[src/rtl/ps2_rx_fifo_if.sv]
// PS/2 receiver bundle: raw connector lines, consumer pop strobe and FIFO status.
interface ps2_rx_fifo_if;
    logic       ps2_clk;
    logic       ps2_data;
    logic       nextdata_n;
    logic [7:0] data;
    logic       ready;
    logic       overflow;
    logic       frame_err;

    modport master (
        output ps2_clk, ps2_data, nextdata_n,
        input  data, ready, overflow, frame_err
    );

    modport slave (
        input  ps2_clk, ps2_data, nextdata_n,
        output data, ready, overflow, frame_err
    );
endinterface

[src/rtl/ps2_rx_fifo.sv]
// PS/2 device-to-host receiver: synchronises the raw lines, deframes 11-bit frames
// and queues good scan codes in a small FIFO popped by falling edges of nextdata_n.
module ps2_rx_fifo #(
    parameter int unsigned FIFO_AW     = 3,
    parameter int unsigned TIMEOUT_CYC = 100000
) (
    input  logic         clk,
    input  logic         clrn,
    ps2_rx_fifo_if.slave bus
);
    localparam int unsigned DEPTH = 1 << FIFO_AW;
    localparam int unsigned TW    = $clog2(TIMEOUT_CYC + 1);
    localparam logic [FIFO_AW:0] FULL_CNT = {1'b1, {FIFO_AW{1'b0}}};
    localparam logic [TW-1:0]    TO_LIM   = TW'(TIMEOUT_CYC);

    logic [2:0]         r_clk_sync;
    logic [1:0]         r_dat_sync;
    logic [9:0]         r_shift;
    logic [3:0]         r_bit_cnt;
    logic [TW-1:0]      r_idle;
    logic               r_timeout;
    logic               r_done;
    logic               r_ok;
    logic [7:0]         r_byte;
    logic [7:0]         r_mem [DEPTH];
    logic [FIFO_AW-1:0] r_wptr;
    logic [FIFO_AW-1:0] r_rptr;
    logic [FIFO_AW:0]   r_count;
    logic               r_nd_prev;
    logic               r_ovf;
    logic               r_frame_err;

    logic w_fall;
    logic w_bit;
    logic w_pop;
    logic w_full;
    logic w_wr;

    assign w_fall = r_clk_sync[2] & ~r_clk_sync[1];
    assign w_bit  = r_dat_sync[1];

    // Deframer: r_shift holds {parity, d7..d0, start} once ten bits are in.
    always_ff @(posedge clk or negedge clrn) begin
        if (!clrn) begin
            r_clk_sync <= 3'b111;
            r_dat_sync <= 2'b11;
            r_shift    <= '0;
            r_bit_cnt  <= '0;
            r_idle     <= '0;
            r_timeout  <= 1'b0;
            r_done     <= 1'b0;
            r_ok       <= 1'b0;
            r_byte     <= '0;
        end else begin
            r_clk_sync <= {r_clk_sync[1:0], bus.ps2_clk};
            r_dat_sync <= {r_dat_sync[0], bus.ps2_data};
            r_done     <= 1'b0;
            r_timeout  <= 1'b0;
            if (w_fall) begin
                r_idle <= '0;
                if (r_bit_cnt == 4'd10) begin
                    r_bit_cnt <= '0;
                    r_done    <= 1'b1;
                    r_byte    <= r_shift[8:1];
                    r_ok      <= ~r_shift[0] & w_bit & (^r_shift[9:1]);
                end else begin
                    r_shift   <= {w_bit, r_shift[9:1]};
                    r_bit_cnt <= r_bit_cnt + 4'd1;
                end
            end else if (r_bit_cnt == 4'd0) begin
                r_idle <= '0;
            end else if (r_idle == TO_LIM) begin
                r_bit_cnt <= '0;
                r_idle    <= '0;
                r_timeout <= 1'b1;
            end else begin
                r_idle <= r_idle + 1'b1;
            end
        end
    end

    assign w_pop  = r_nd_prev & ~bus.nextdata_n & (r_count != '0);
    assign w_full = (r_count == FULL_CNT);
    // A pop in the same cycle frees a slot, so a full FIFO still accepts the write.
    assign w_wr   = r_done & r_ok & (~w_full | w_pop);

    always_ff @(posedge clk or negedge clrn) begin
        if (!clrn) begin
            for (int unsigned i = 0; i < DEPTH; i++) begin
                r_mem[i] <= '0;
            end
            r_wptr      <= '0;
            r_rptr      <= '0;
            r_count     <= '0;
            r_nd_prev   <= 1'b1;
            r_ovf       <= 1'b0;
            r_frame_err <= 1'b0;
        end else begin
            r_nd_prev   <= bus.nextdata_n;
            r_frame_err <= (r_done & ~r_ok) | r_timeout;
            if (r_done & r_ok & ~w_wr) begin
                r_ovf <= 1'b1;
            end
            if (w_wr) begin
                r_mem[r_wptr] <= r_byte;
                r_wptr        <= r_wptr + 1'b1;
            end
            if (w_pop) begin
                r_rptr <= r_rptr + 1'b1;
            end
            if (w_wr && !w_pop) begin
                r_count <= r_count + 1'b1;
            end else if (!w_wr && w_pop) begin
                r_count <= r_count - 1'b1;
            end
        end
    end

    assign bus.data      = r_mem[r_rptr];
    assign bus.ready     = (r_count != '0);
    assign bus.overflow  = r_ovf;
    assign bus.frame_err = r_frame_err;
endmodule

[src/flat_wrapper.sv]
// flat-port wrapper written by rule: the top's interface ports become plain ports
module ps2_rx_fifo_flat 
#(
    parameter int unsigned FIFO_AW     = 3,
    parameter int unsigned TIMEOUT_CYC = 100000
)
  (clk, clrn, bus_ps2_clk, bus_ps2_data, bus_nextdata_n, bus_data, bus_ready, bus_overflow, bus_frame_err);
  ps2_rx_fifo_if bus_i ();
  input  logic clk;
  input  logic clrn;
  input wire logic [$bits(bus_i.ps2_clk)-1:0] bus_ps2_clk;
  input wire logic [$bits(bus_i.ps2_data)-1:0] bus_ps2_data;
  input wire logic [$bits(bus_i.nextdata_n)-1:0] bus_nextdata_n;
  output wire logic [$bits(bus_i.data)-1:0] bus_data;
  output wire logic [$bits(bus_i.ready)-1:0] bus_ready;
  output wire logic [$bits(bus_i.overflow)-1:0] bus_overflow;
  output wire logic [$bits(bus_i.frame_err)-1:0] bus_frame_err;
  assign bus_i.ps2_clk = bus_ps2_clk;
  assign bus_i.ps2_data = bus_ps2_data;
  assign bus_i.nextdata_n = bus_nextdata_n;
  assign bus_data = bus_i.data;
  assign bus_ready = bus_i.ready;
  assign bus_overflow = bus_i.overflow;
  assign bus_frame_err = bus_i.frame_err;
  ps2_rx_fifo #(.FIFO_AW(FIFO_AW), .TIMEOUT_CYC(TIMEOUT_CYC)) u_core (.clk(clk), .clrn(clrn), .bus(bus_i));
endmodule
[config.mk]
export PLATFORM = sky130hd
export DESIGN_NAME = ps2_rx_fifo_flat
export DESIGN_NICKNAME = d
export VERILOG_FILES = /design/src/rtl/ps2_rx_fifo_if.sv /design/src/rtl/ps2_rx_fifo.sv /design/src/flat_wrapper.sv
export SDC_FILE = /design/constraint.sdc
export NUM_CORES = 1
export LEC_CHECK = 0
export CAP_MARGIN = 20
export CELL_PAD_IN_SITES_DETAIL_PLACEMENT = 1
export CELL_PAD_IN_SITES_GLOBAL_PLACEMENT = 1
export CORE_MARGIN = 3
export CORE_UTILIZATION = 40
export CTS_CLUSTER_DIAMETER = 120
export CTS_CLUSTER_SIZE = 14
export DETAILED_ROUTE_END_ITERATION = 10
export DONT_BUFFER_PORTS = 1
export PLACE_DENSITY_LB_ADDON = 0.1
export SLEW_MARGIN = 20
export SYNTH_ARGS = -nofsm -noshare
export SYNTH_HDL_FRONTEND = slang
export SYNTH_SLANG_ARGS = --single-unit
[constraint.sdc]
create_clock -name clk -period 2.15 [get_ports clk]
set_input_delay 0.43 -clock clk [delete_from_list [all_inputs] [get_ports clk]]
set_output_delay 0.43 -clock clk [all_outputs]
set_load 0.005 [all_outputs]
== Yosys cells after proc, flatten, opt, wreduce, memory -nomap -nowiden ==
Cells that the tools add are included.

* Logic and storage cells: 89
* Memories kept: 0
* Output and inout port bits: 11
* Bits of input ports: 5
* Bits in registers: 124
* Memory bits (writable): 0
* Bits in latches: 0
* ROM bits: 0

* Mux-type cells: 20
* Shift operators: 0
* Order comparisons: 3
* Div/mod/pow operators: 0
* Bitwise operators: 20
* Equal/unequal tests: 4
* $mul: 0
* Add/sub/neg operators: 6
* Reductions and logical operators: 13

{| class="wikitable"
|+ Operator list
! kind !! count
|-
| bitwise mux 64 bit || 1
|-
| two-way mux 17 bit || 3
|-
| binary-select mux 8 bit (select 3 bit) || 1
|-
| demux 8 bit (select 3 bit) || 1
|-
| two-way mux 4 bit || 6
|-
| two-way mux 8 bit || 3
|-
| adder 17 x 1 -> 17 bit (second input constant) || 1
|-
| equality test 17 bit (second input constant) || 1
|-
| bitwise AND 1 bit || 9
|-
| parity 9 bit || 1
|-
| adder 4 x 1 -> 4 bit (second input constant) || 2
|-
| equality test 4 bit (second input constant) || 2
|-
| greater-or-equal comparator 4 bit (second input constant) || 2
|-
| NOT 3 -> 4 bit || 2
|-
| NOT 1 bit || 7
|-
| adder 3 x 1 -> 3 bit (second input constant) || 2
|-
| AND reduction 2 bit || 3
|-
| two-way mux 1 bit || 5
|-
| zero test 4 bit || 1
|-
| < comparator 4 x 1 -> 1 bit (second input constant) || 1
|-
| nonzero test 2 bit || 2
|-
| nonzero test 4 bit || 1
|-
| subtractor 4 x 1 -> 4 bit (second input constant) || 1
|-
| logical AND 1 bit || 3
|-
| other kinds (3) || 5
|}

== Longest topological paths before layout ==
Gate-level depths: netlist of the first run.

* Depth after elaboration: 9
* Mapped depth: 12

== Least setup slack after synthesis of the first run ==
OpenSTA, ideal clock, no wires.

* Path kind: register to register
* Start: reg u_core.r_count[0]
* End: reg u_core.r_count[3]
* Stages on the path, launching flop included: 13
* Arrival time: 2.189 ns
* Path slack: -0.164 ns
* Buffers on the path: 0
* Path through: dfrtp_1 -> nor3_1 -> nand2b_1 -> nor2b_1 -> inv_1 -> ha_1 -> inv_1 -> ha_1 -> a21o_1 -> a21oi_1 -> xnor2_1 -> nor2_1 -> xor2_1

* Word-level cells in the longest chain between the ends: 7
* Elaborated cells on any way between the ends: 15
* Those cells by class: 2 x add/sub; 1 x eq/ne; 2 x mux; 4 x bitwise; 6 x reduce/logical

{| class="wikitable"
|+ RTL lines
! what !! RTL line !! source
|-
| start, declared || ps2_rx_fifo.sv:28 || <nowiki>logic [FIFO_AW:0] r_count;</nowiki>
|-
| start signal, assigned || ps2_rx_fifo.sv:112 || <nowiki>r_count <= r_count + 1'b1;</nowiki>
|-
| start signal, assigned || ps2_rx_fifo.sv:114 || <nowiki>r_count <= r_count - 1'b1;</nowiki>
|-
| nonzero test 4 bit (*) || - ||
|-
| via bus_ready || flat_wrapper.sv:15 || <nowiki>output wire logic [$bits(bus_i.ready)-1:0] bus_ready;</nowiki>
|-
| bitwise AND 1 bit (*) || ps2_rx_fifo.sv:82 || <nowiki>assign w_pop = r_nd_prev & ~bus.nextdata_n & (r_count != '0);</nowiki>
|-
| bitwise OR 1 bit || ps2_rx_fifo.sv:85 || <nowiki>assign w_wr = r_done & r_ok & (~w_full | w_pop);</nowiki>
|-
| bitwise AND 1 bit || ps2_rx_fifo.sv:85 ||
|-
| zero test 1 bit || ps2_rx_fifo.sv:113 || <nowiki>end else if (!w_wr && w_pop) begin</nowiki>
|-
| logical AND 1 bit || ps2_rx_fifo.sv:113 ||
|-
| nonzero test 2 bit (no source line) || - ||
|}

Mark *: on every way through the listed nets, which the timed path passes. The rest lies on a longest branch. The select of a mux whose other input is x is not followed.
A chain may end at the register's enable or synchronous reset.

== Worst setup path in the final report of the first run ==
* Start: reg u_core.r_rptr[0]
* End: out bus_data[5]

* Word-level cells in the longest chain between the ends: 4

{| class="wikitable"
|+ RTL lines
! what !! RTL line !! source
|-
| start, declared || ps2_rx_fifo.sv:27 || <nowiki>logic [FIFO_AW-1:0] r_rptr;</nowiki>
|-
| start signal, assigned || ps2_rx_fifo.sv:109 || <nowiki>r_rptr <= r_rptr + 1'b1;</nowiki>
|-
| NOT 3 -> 4 bit (not written as such) || ps2_rx_fifo.sv:119 || <nowiki>assign bus.data = r_mem[r_rptr];</nowiki>
|-
| binary-select mux 8 bit (select 3 bit) || ps2_rx_fifo.sv:119 ||
|-
| two-way mux 8 bit (not written as such) (2 in series) || ps2_rx_fifo.sv:119 ||
|-
| end, declared || flat_wrapper.sv:14 || <nowiki>output wire logic [$bits(bus_i.data)-1:0] bus_data;</nowiki>
|}

No other way between the ends. The select of a mux whose other input is x is not followed.

==> results of run 1 <==
routing by layer:
| layer | vias up | global-route usage | routed length, um |
|---|---|---|---|
| met5 | - | 0 | 0 |
| met4 | 0 | 0.0555 | 148 |
| met3 | 17 | 0.0489 | 396 |
| met2 | 38 | 0.267 | 5760 |
| met1 | 1710 | 0.206 | 5390 |
| li1 | 1485 | - | - |
cell usage in the layout, fill, tap and decap left out, types with 2 or more instances in the layout:
cell	netlist	layout
a21o_1	2	2
a21oi_1	3	2
and3_1	7	7
buf_12	1	5
buf_4	0	16
bufinv_16	0	2
clkbuf_1	5	3
clkbuf_16	0	18
clkbuf_8	0	3
clkinv_2	0	7
dfrtp_1	118	117
dfstp_2	6	6
dlygate4sd3_1	0	3
ha_1	10	8
ha_4	0	2
inv_1	10	8
mux2_2	93	85
mux2_4	0	8
mux4_2	16	16
nand2_1	15	15
nand2b_1	5	4
nand3_1	8	8
nand4_1	4	4
nand4bb_1	2	2
nor2_1	18	18
nor2_2	10	10
nor3_1	3	2
nor3_2	2	2
nor4_4	2	2
o21ai_0	5	5
xnor2_1	18	18
xor2_1	13	13
final timing paths:
path	start	endpoint	slack, ps	cells past startpoint
worst max-delay path	u_core.r_rptr[0]	bus_data[5]	-120	3
worst min-delay path	clrn	u_core.r_count[1]	-280	0
worst max register to register	u_core.r_nd_prev	u_core.r_count[3]	90	10
worst min register to register	u_core.r_clk_sync[0]	u_core.r_clk_sync[1]	360	0
max in group asynchronous	clrn	u_core.r_clk_sync[0]	2150	0
min in group clk	u_core.r_clk_sync[0]	u_core.r_clk_sync[1]	360	0
critical path: cells and delay by family (launching register included):
| kind | cells | cell delay (ps) |
|---|---|---|
| buffers and inverters | 1 | 180 |
| multiplexers | 2 | 820 |
| flip-flops | 1 | 440 |
stage by stage:
stage	total power, mW	instances	hold WS, ps	setup slack, ps
global route	7.41	621	-312	-184
finish	7.00	621	-284	-124
floorplan	3.78	398	134	1.47
detailed placement	4.16	581	138	21.2
CTS	7.04	618	-305	-155
global placement	4.11	581	138	54.2
final cells by class:
| type | count | area [um2] |
|---|---|---|
| clock inverters | 9 | 95.1 |
| flip-flops and latches | 124 | 3110 |
| multi-input cells | 253 | 2540 |
| repair buffers | 26 | 287 |
| inverters | 10 | 40.0 |
| well taps | 176 | 220 |
| clock buffers | 23 | 478 |
| fillers | 1327 | 6730 |
kinds of logic after synthesis:
| logic type | after synthesis | synth area share |
|---|---|---|
| flip-flops | 124 | 0.550 |
| multiplexers | 110 | 0.251 |
| AND/OR/NAND/NOR | 86 | 0.0908 |
| XOR/XNOR | 31 | 0.0481 |
| buffers and inverters | 21 | 0.0173 |
| AO/OA/AOI/OAI | 15 | 0.0168 |
| adder cells (fa/ha/maj) | 11 | 0.0257 |
sequential cells by signal, summed over array words and instances, names as in the netlist:
register              count
u_core.r_clk_sync         3
u_core.r_nd_prev          1
u_core.r_timeout          1
u_core.r_idle            17
u_core.r_count            4
u_core.bus.frame_err      1
u_core.r_mem             64
u_core.r_done             1
u_core.r_wptr             3
u_core.r_dat_sync         2
u_core.r_shift           10
u_core.r_ok               1
u_core.bus.overflow       1
u_core.r_rptr             3
u_core.r_bit_cnt          4
u_core.r_byte             8
power by group through the flow:
stage | Combinational (mW) | Sequential (mW) | Clock [mW]
floorplan | 1.00 | 2.78 | 0
global placement | 1.23 | 2.88 | 0
detailed placement | 1.28 | 2.89 | 0
CTS | 1.33 | 2.86 | 2.85
global route | 1.52 | 2.92 | 2.97
finish | 1.36 | 2.87 | 2.76
timing repair:
item	in CTS	in global routing
endpoints found under the hold margin	127	124
buffers inserted	2	2
pin swaps	0	3
endpoints found under the setup margin	9	10
gates resized for setup	9	6
gates cloned	0	1
==> summary.txt, run 1 <==
Synthesis
  – Post-Syn Nets: 414
  – Synth top cells by count: dfrtp_1 (118), mux2_2 (93), nor2_1 (18), xnor2_1 (18), mux4_2 (16)
  – Synth warn: 0
  – Synth area leader: dfrtp_1
  – Avg Cell Area, Syn: 14.2 um2
  – Main synth FF type: dfrtp_1
  – Synth unique cells: 41
  – Dominant cells by area after synthesis: dfrtp_1 (52%), mux2_2 (19%), mux4_2 (6.4%), dfstp_2 (2.8%), xnor2_1 (2.8%)
  – Share of the yosys chip area belonging to registers: 0.550
  – Count leader, synth: dfrtp_1
  – Post-synth top area share: 0.523
  – Post-Syn Area: 5650 um2
  – Synth async-reset ratio: 1.00
  – Flops & latches, synth: 124
  – Syn Inst Count: 398
  – EDFF count, synth: 0

Power and ir drop
  – Maximum vdd drop: 552 uV
  – Static Leak: 3.13 nW
  – P_int: 5.10 mW
  – Logic pwr share: 0.195
  – Switching fraction of total power: 0.271
  – Power per Cell Area: 1030 nW/um2
  – Sw Pwr: 1.90 mW
  – Sequential fraction of design power: 0.410
  – Clock network fraction of total power: 0.395

Worst setup path
  – Cells along the critical path: buf_12 -> mux4_2 -> mux2_4
  – Crit path DAT: 1840 ps
  – Slowest CP cell: mux4_2
  – Worst path max stage delay: 520 ps
  – WS Path Type: reg2out
  – CP max FO: 9
  – CP endpoint kind: primary output
  – Critical path required time: 1720 ps
  – Startpoint Class: flop

STA
  – Hold slack final: -284 ps
  – Period minus WS final: 2270 ps
  – Slew @ Worst Pin: 726 ps
  – Max Slew Vio Count: 0
  – Final setup viols: 8
  – RSZ-0062 raised after global routing: yes
  – Fin. Hold Viols: 124
  – Clock Skew: 7.85 ps
  – Slew Limit Headroom: 0.516
  – PnR worst setup slack: -124 ps
  – Final period util: 1.06
  – Fin Setup TNS: -888 ps
  – Peak Freq: 440 MHz

Cells and area
  – Ant diodes: 0
  – Finished Cell Area: 6780 um2
  – Share of layout cells above drive strength 1: 0.436
  – Final nets: 448
  – Post-layout util: 0.502
  – Area Growth Syn to Fin: 19.9%

Outcome
  – Outcome: finished with violations
  – Failing checks: hold timing, setup timing

Clock tree
  – Clk slew on worst S/H paths: 50 ps
  – H-tree depth: 4
  – Clk sinks: 124
  – Worst-case clock buffer depth: 2
  – Inserted Clock Buffers: 17
  – Clk Latency, worst-skew pair: 410 ps
  – CTS Root Cell: clkbuf_16
  – Post-CTS Hold Buffers: 3
  – CTS tree: done

Global route
  – Largest net degree at the start of global routing: 125
  – All-Layer GR Usage: 0.163
  – Antenna violations before repair: 0
  – Gr ovfl total: 0
  – Vias in the first global route: 3691
  – First-pass GRT wire length: 19.9 mm

Routing
  – Routed Antenna Nets: 0
  – DRC: 0
  – WL/cell: 18.8 um
  – DR pass1 iterations: 4
  – Initial DRC count: 131
  – Vias per cell: 5.23
  – Total number of vias: 3250
  – WL final: 11.7 mm

Floorplanning
  – Die W: 125 um
  – Top Ports: 16
  – Die Ht: 125 um
  – Die Area: 15600 um2
  – Row cnt: 42
  – Core Region: 13500 um2
  – Starting Density: 0.418

Placed design
  – Port Buffer Count: 0
  – Placed cell areas: 6060 um2
  – Gpl congestion: 0.727
  – Dpl hpwl: 7.14 mm

Job
  – Max_cap viols: 0

Worst hold path
  – Hold/Removal Path Class: in2async
(Power assumes the default switching activity.)
==> run 2: changes to the inputs <==
--- a/config.mk
+++ b/config.mk
@@ -10,6 +10,7 @@
 export CELL_PAD_IN_SITES_GLOBAL_PLACEMENT = 1
 export CORE_MARGIN = 3
 export CORE_UTILIZATION = 40
+export CTS_BUF_LIST = sky130_fd_sc_hd__clkbuf_2 sky130_fd_sc_hd__clkbuf_4 sky130_fd_sc_hd__clkbuf_8
 export CTS_CLUSTER_DIAMETER = 120
 export CTS_CLUSTER_SIZE = 14
 export DETAILED_ROUTE_END_ITERATION = 10
==> summary.txt, run 2 (same netlist as run 1, synthesis figures left out) <==
Clock tree
  – Post-CTS Hold Buffers: 3 (unchanged)
  – Clk slew on worst S/H paths: 70 ps (+20 ps)
  – CTS Root Cell: clkbuf_8
  – Inserted Clock Buffers: 17 (unchanged)
  – H-tree depth: 4 (unchanged)
  – Worst-case clock buffer depth: 2 (unchanged)
  – Clk Latency, worst-skew pair: 430 ps (+20 ps)
  – Clk sinks: 124 (unchanged)
  – CTS tree: done

Routing
  – DR pass1 iterations: 4 (unchanged)
  – WL final: 11.6 mm (-0.85%)
  – DRC: 0 (unchanged)
  – Routed Antenna Nets: 0 (unchanged)
  – Vias per cell: 5.21 (-0.50%)
  – Initial DRC count: 135 (+3.1%)
  – WL/cell: 18.6 um (-1.0%)
  – Total number of vias: 3239 (-0.34%)

Placed design
  – Port Buffer Count: 0 (unchanged)
  – Dpl hpwl: 7.14 mm (unchanged)
  – Placed Instances: 581 (unchanged)
  – Gpl congestion: 0.727 (unchanged)
  – Post-Place Setup Slack: 21.2 ps (unchanged)

Worst setup path
  – R2R setup slack: 90 ps (about the same)
  – Worst R2R Path Depth: 12 (+2)
  – Critical path required time: 1720 ps (about the same)
  – Startpoint Class: flop
  – Worst r2r src: u_core.r_count[0]
  – Crit path DAT: 1860 ps (+20 ps)
  – R2R Path End: u_core.r_count[3]
  – CP endpoint kind: primary output
  – WS Path Type: reg2out
  – CP max FO: 9 (unchanged)

Global route
  – First-pass GRT wire length: 19.6 mm (-1.1%)
  – Largest net degree at the start of global routing: 125 (unchanged)
  – Antenna violations before repair: 0 (unchanged)
  – All-Layer GR Usage: 0.162 (-0.00134)
  – Gr ovfl total: 0 (unchanged)
  – Vias in the first global route: 3650 (-1.1%)

STA
  – Slew @ Worst Pin: 754 ps (+27.5 ps)
  – Peak Freq: 437 MHz (-0.69%)
  – Fin Setup TNS: -982 ps (-93.6 ps)
  – Final setup viols: 8 (unchanged)
  – Period minus WS final: 2290 ps (+15.7 ps)
  – PnR worst setup slack: -140 ps (-15.7 ps)
  – Final period util: 1.07 (+0.00730)
  – RSZ-0062 raised after global routing: yes
  – Max Slew Vio Count: 0 (unchanged)
  – Fin. Hold Viols: 124 (unchanged)
  – Hold slack final: -312 ps (-28.7 ps)
  – Slew Limit Headroom: 0.498 (-0.0183)
  – Clock Skew: 7.96 ps (+0.109 ps)

Worst hold path
  – Hold/Removal Path Class: in2async

Cells and area
  – Share of layout cells above drive strength 1: 0.444 (+0.00799)
  – Ant diodes: 0 (unchanged)
  – Multi-input gate area: 2540 um2 (unchanged)
  – Final std cells w/o fill: 622 (+0.16%)
  – Commonest non-fill, non-tap cell in the layout: dfrtp_1
  – Post-layout util: 0.489 (-0.0128)
  – Most frequent cells in the layout: dfrtp_1 (117), mux2_2 (85), clkbuf_8 (20)
  – Area Growth Syn to Fin: 16.9%
  – Final nets: 449 (+0.22%)
  – Register area: 3110 um2 (unchanged)
  – Filler cell count: 1353 (+2.0%)
  – Largest registers: u_core.r_mem: 64 flops, u_core.r_idle: 17 flops, u_core.r_shift: 10 flops
  – Max reg flops: 64 (unchanged)
  – Top reg by flops: u_core.r_mem

Floorplanning
  – Die Area: 15600 um2 (unchanged)
  – Starting Density: 0.418 (unchanged)
  – Top Ports: 16 (unchanged)
  – Row cnt: 42 (unchanged)
  – Die W: 125 um (unchanged)
  – Die Ht: 125 um (unchanged)
  – Core Region: 13500 um2 (unchanged)

Job
  – Max_cap viols: 0 (unchanged)

Power and ir drop
  – Power per Cell Area: 949 nW/um2 (-8.1%)
  – Static Leak: 3.05 nW (-2.3%)
  – Maximum vdd drop: 447 uV (-19%)

Outcome
  – Outcome: finished with violations
  – Failing checks: hold timing, setup timing
==> run 2: cell types whose count changed in the layout (fill, tap and decap cells not counted), sizes merged <==
cell  change
buf       +1
==> run 2: report_power, final <==
group	switching [mW]	leakage [nW]	internal, mW
combinational	0.599	1.18	0.775
clock	0.879	0.213	1.15
sequential	0.321	1.67	2.55
total	1.80	3.05	4.47
==> run 2: what timing repair did <==
item                       CTS  global route
buffers inserted             2             3
hold endpoints to repair   127           124
setup endpoints to repair    9            10
cloned                       0             1
resized for setup            9             6
pin swaps                    0             4
==> run 2: routing by layer <==
metal  track usage  wire, um
met1         0.210      5470
met2         0.260      5640
met3        0.0493       335
met4        0.0523       146
met5             0         0
==> run 2: layout make-up <==
| cell class | count | share of cell area |
|---|---|---|
| Multi-Input combinational cell | 253 | 0.385 |
| Clock inverter | 9 | 0.0144 |
| Inverter | 10 | 0.00606 |
| Clock buffer | 23 | 0.0451 |
| Tap cell | 176 | 0.0334 |
| Sequential cell | 124 | 0.471 |
| Timing Repair Buffer | 27 | 0.0445 |
==> run 2: worst max path at each step <==
stage | start | end | slack (ps) | cells after the start
final | u_core.r_rptr[0] | bus_data[5] | -140 | 3
after global routing | u_core.r_rptr[0] | bus_data[5] | -230 | 3
after CTS | u_core.r_rptr[0] | bus_data[5] | -180 | 3
after detailed placement | u_core.r_count[2] | u_core.r_count[3] | 20 | 12
after global placement | bus_nextdata_n | u_core.r_count[3] | 50 | 10
after floorplan | u_core.r_count[1] | u_core.r_count[3] | 1 | 12
==> run 2: per-stage QoR <==
step | cell area, um2 | power (mW) | hold WS [ps]
floorplan | 5700 | 3.78 | 134
global placement | 6060 | 4.11 | 138
detailed placement | 6060 | 4.16 | 138
CTS | 6530 | 6.28 | -350
global route | 6600 | 6.66 | -361
finish | 6600 | 6.27 | -312
==> run 2: worst max-delay path: stages (launching register included) <==
cell	delay, ps
dfrtp_2	430
buf_12	170
mux4_2	520
mux2_4	300
==> run 3: changes to the inputs <==
--- a/config.mk
+++ b/config.mk
@@ -5,6 +5,7 @@
 export SDC_FILE = /design/constraint.sdc
 export NUM_CORES = 1
 export LEC_CHECK = 0
+export ABC_AREA = 1
 export CAP_MARGIN = 20
 export CELL_PAD_IN_SITES_DETAIL_PLACEMENT = 1
 export CELL_PAD_IN_SITES_GLOBAL_PLACEMENT = 1
==> summary.txt, run 3 <==
Outcome
  – Outcome: finished with violations
  – Failing checks: hold timing

Worst hold path
  – Hold/Removal Path Class: in2async

Synthesis
  – Main synth FF type: dfrtp_1
  – Post-Syn Area: 6310 um2 (+12%)
  – Count leader, synth: nand2_1
  – Avg Cell Area, Syn: 8.23 um2 (-42%)
  – Synth area leader: dfrtp_1
  – Post-synth top area share: 0.468 (-0.0547)
  – Post-Syn Nets: 783 (+89%)
  – Dominant cells by area after synthesis: dfrtp_1 (47%), nand2_1 (15%), nand4_1 (7.0%), o21ai_0 (4.5%), nor2_1 (4.5%)
  – Synth unique cells: 36 (-12%)
  – Share of the yosys chip area belonging to registers: 0.493 (-0.0576)
  – Flops & latches, synth: 124 (unchanged)
  – EDFF count, synth: 0 (unchanged)
  – Synth warn: 0 (unchanged)
  – Synth top cells by count: nand2_1 (250), dfrtp_1 (118), nor2_1 (75)
  – Syn Inst Count: 767 (+93%)
  – Synth async-reset ratio: 1.00 (unchanged)

Cells and area
  – Max reg flops: 64 (unchanged)
  – Largest registers: u_core.r_mem: 64 flops, u_core.r_idle: 17 flops, u_core.r_shift: 10 flops
  – Ant diodes: 0 (unchanged)
  – Filler cell count: 1838 (+36%)
  – Top reg by flops: u_core.r_mem
  – Commonest non-fill, non-tap cell in the layout: nand2_1
  – Share of layout cells above drive strength 1: 0.216 (-0.228)
  – Final nets: 807 (+80%)
  – Area Growth Syn to Fin: 20.2%
  – Most frequent cells in the layout: nand2_1 (241), dfrtp_1 (114), nand4_1 (71)

STA
  – PnR worst setup slack: 1.30 ps (+141 ps)
  – Hold slack final: -323 ps (-10.4 ps)
  – Final period util: 0.999 (-0.0658)
  – Peak Freq: 465 MHz (+6.6%)
  – Slew @ Worst Pin: 582 ps (-171 ps)
  – Slew Limit Headroom: 0.612 (+0.114)
  – Max Slew Vio Count: 0 (unchanged)
  – Clock Skew: 17.4 ps (+9.42 ps)
  – RSZ-0062 raised after global routing: yes
  – Final setup viols: 0 (-8)
  – Period minus WS final: 2150 ps (-141 ps)
  – Fin. Hold Viols: 124 (unchanged)
  – Fin Setup TNS: 0 ps (+982 ps)

Clock tree
  – Inserted Clock Buffers: 17 (unchanged)
  – H-tree depth: 4 (unchanged)
  – CTS tree: done
  – Clk sinks: 124 (unchanged)
  – Post-CTS Hold Buffers: 3 (unchanged)
  – Clk Latency, worst-skew pair: 450 ps (+20 ps)
  – Clk slew on worst S/H paths: 80 ps (about the same)
  – Worst-case clock buffer depth: 2 (unchanged)
  – CTS Root Cell: clkbuf_8

Worst setup path
  – Crit path from: u_core.r_rptr[0]
  – CP max FO: 7 (-2)
  – Worst r2r src: u_core.r_count[2]
  – Critical path required time: 1720 ps (about the same)
  – Worst R2R Path Depth: 14 (+2)
  – R2R Path End: u_core.r_count[3]
  – WS Path Type: reg2out
  – CP Capture Point: bus_data[6]
  – Startpoint Class: flop
  – CP endpoint kind: primary output
  – Crit path DAT: 1720 ps (-140 ps)
  – R2R setup slack: 130 ps (+40 ps)

Placed design
  – Dpl hpwl: 11.6 mm (+63%)
  – Port Buffer Count: 0 (unchanged)
  – Gpl congestion: 0.808 (+11%)
  – Post-Place Setup Slack: -39.0 ps (-60.3 ps)

Routing
  – Initial DRC count: 323 (+140%)
  – Uppermost routed layer: met4
  – WL final: 18.1 mm (+56%)
  – DR WL met3: 496 um (+48%)
  – Total number of vias: 5397 (+67%)
  – Vias per cell: 5.32 (+2.1%)
  – Met2 WL post-DR: 9.38 mm (+66%)
  – DR pass1 iterations: 4 (unchanged)
  – Metal-1 WL: 7.82 mm (+43%)
  – WL/cell: 17.8 um (-4.4%)
  – DRC: 0 (unchanged)
  – Routed Antenna Nets: 0 (unchanged)

Job
  – Max_cap viols: 0 (unchanged)

Floorplanning
  – Die Area: 17300 um2 (+11%)
  – Starting Density: 0.412 (-0.00629)
  – Die W: 132 um (+5.4%)
  – Row cnt: 45 (+7.1%)
  – Die Ht: 132 um (+5.4%)
  – Core Region: 15300 um2 (+13%)
  – Top Ports: 16 (unchanged)

Global route
  – All-Layer GR Usage: 0.215 (+0.0534)
  – Largest net degree at the start of global routing: 125 (unchanged)
  – Antenna violations before repair: 0 (unchanged)
  – First-pass GRT wire length: 29.6 mm (+51%)
  – Vias in the first global route: 5721 (+57%)
  – Gr ovfl total: 0 (unchanged)

Power and ir drop
  – Maximum vdd drop: 443 uV (-0.84%)
  – Static Leak: 3.61 nW (+18%)
  – Power per Cell Area: 1100 nW/um2 (+16%)
  – Overall Power: 8.33 mW (+33%)
==> run 3: changes by cell type after synthesis, sizes merged, moves of 12 or more <==
| cell | change |
|---|---|
| buf | +13 |
| o21ai | +52 |
| mux4 | -16 |
| nand4 | +68 |
| xnor2 | -13 |
| clkbuf | +12 |
| nand2 | +237 |
| mux2 | -93 |
| nand3 | +22 |
| nor2 | +56 |
| inv | +39 |
==> run 3: stage by stage <==
stage,area (um2),cells,hold slack [ps],util
2_1_floorplan,6350,767,134,-
3_3_place_gp,6580,963,140,0.429
3_5_place_dp,6580,963,140,0.429
4_1_cts,7390,1008,-357,0.483
5_1_grt,7580,1015,-365,0.495
6_report,7580,1015,-323,0.495
==> run 3: worst min path at each step <==
| stage | from | end | depth (start not counted) |
|---|---|---|---|
| after floorplan | clrn | u_core.bus.frame_err | 0 |
| after global placement | clrn | u_core.r_shift[4] | 0 |
| after detailed placement | clrn | u_core.r_shift[4] | 0 |
| after CTS | clrn | u_core.r_shift[8] | 0 |
| after global routing | clrn | u_core.r_shift[9] | 0 |
| final | clrn | u_core.r_shift[9] | 0 |
==> run 3: critical path, stage by stage, from the launching register on <==
cell and delay [ps]:
dfrtp_2 460, buf_12 160, clkbuf_16 140, nor2_1 40, nor2_1 120, o21ai_1 110
a31oi_2 230
==> run 3: repair_timing <==
| item | 4_1_cts | 5_1_grt |
|---|---|---|
| gates resized for setup | 92 | 30 |
| gates cloned | 4 | 2 |
| endpoints found under the setup margin | 9 | 9 |
| hold endpoints to repair | 127 | 124 |
| setup buffers | 7 | 5 |
| pin swaps | 28 | 20 |
==> run 3: cell families after synthesis <==
logic type                 share of synthesized area
DFF                                            0.493
adders and majority gates                     0.0230
AOI/OAI and AO/OA                             0.0680
and+or+nand+nor                                0.333
xor gates and xnor gates                      0.0167
buffers and inverters                         0.0668
==> run 3: layout make-up <==
class                           count  area (um2)  share of cell area
Clock buffer                       24         312              0.0411
Clock inverter                      8         115              0.0152
Inverter                           52         213              0.0280
Multi-Input combinational cell    555        3080               0.406
Sequential cell                   124        3120               0.411
Tap cell                          211         264              0.0348
Timing Repair Buffer               40         479              0.0632
Timing Repair inverter              1        7.51            0.000990
==> run 3: layer usage <==
layer | GRT usage | up-vias
met5 | 0 | -
li1 | - | 2584
met4 | 0.0817 | 0
met3 | 0.0375 | 29
met2 | 0.374 | 64
met1 | 0.267 | 2720
==> run 3: power by group <==
group          leakage [nW]  switching, mW  internal [mW]
sequential             1.68          0.366           2.56
combinational          1.71           1.81           1.36
clock                 0.227          0.938           1.30
total                  3.61           3.12           5.22
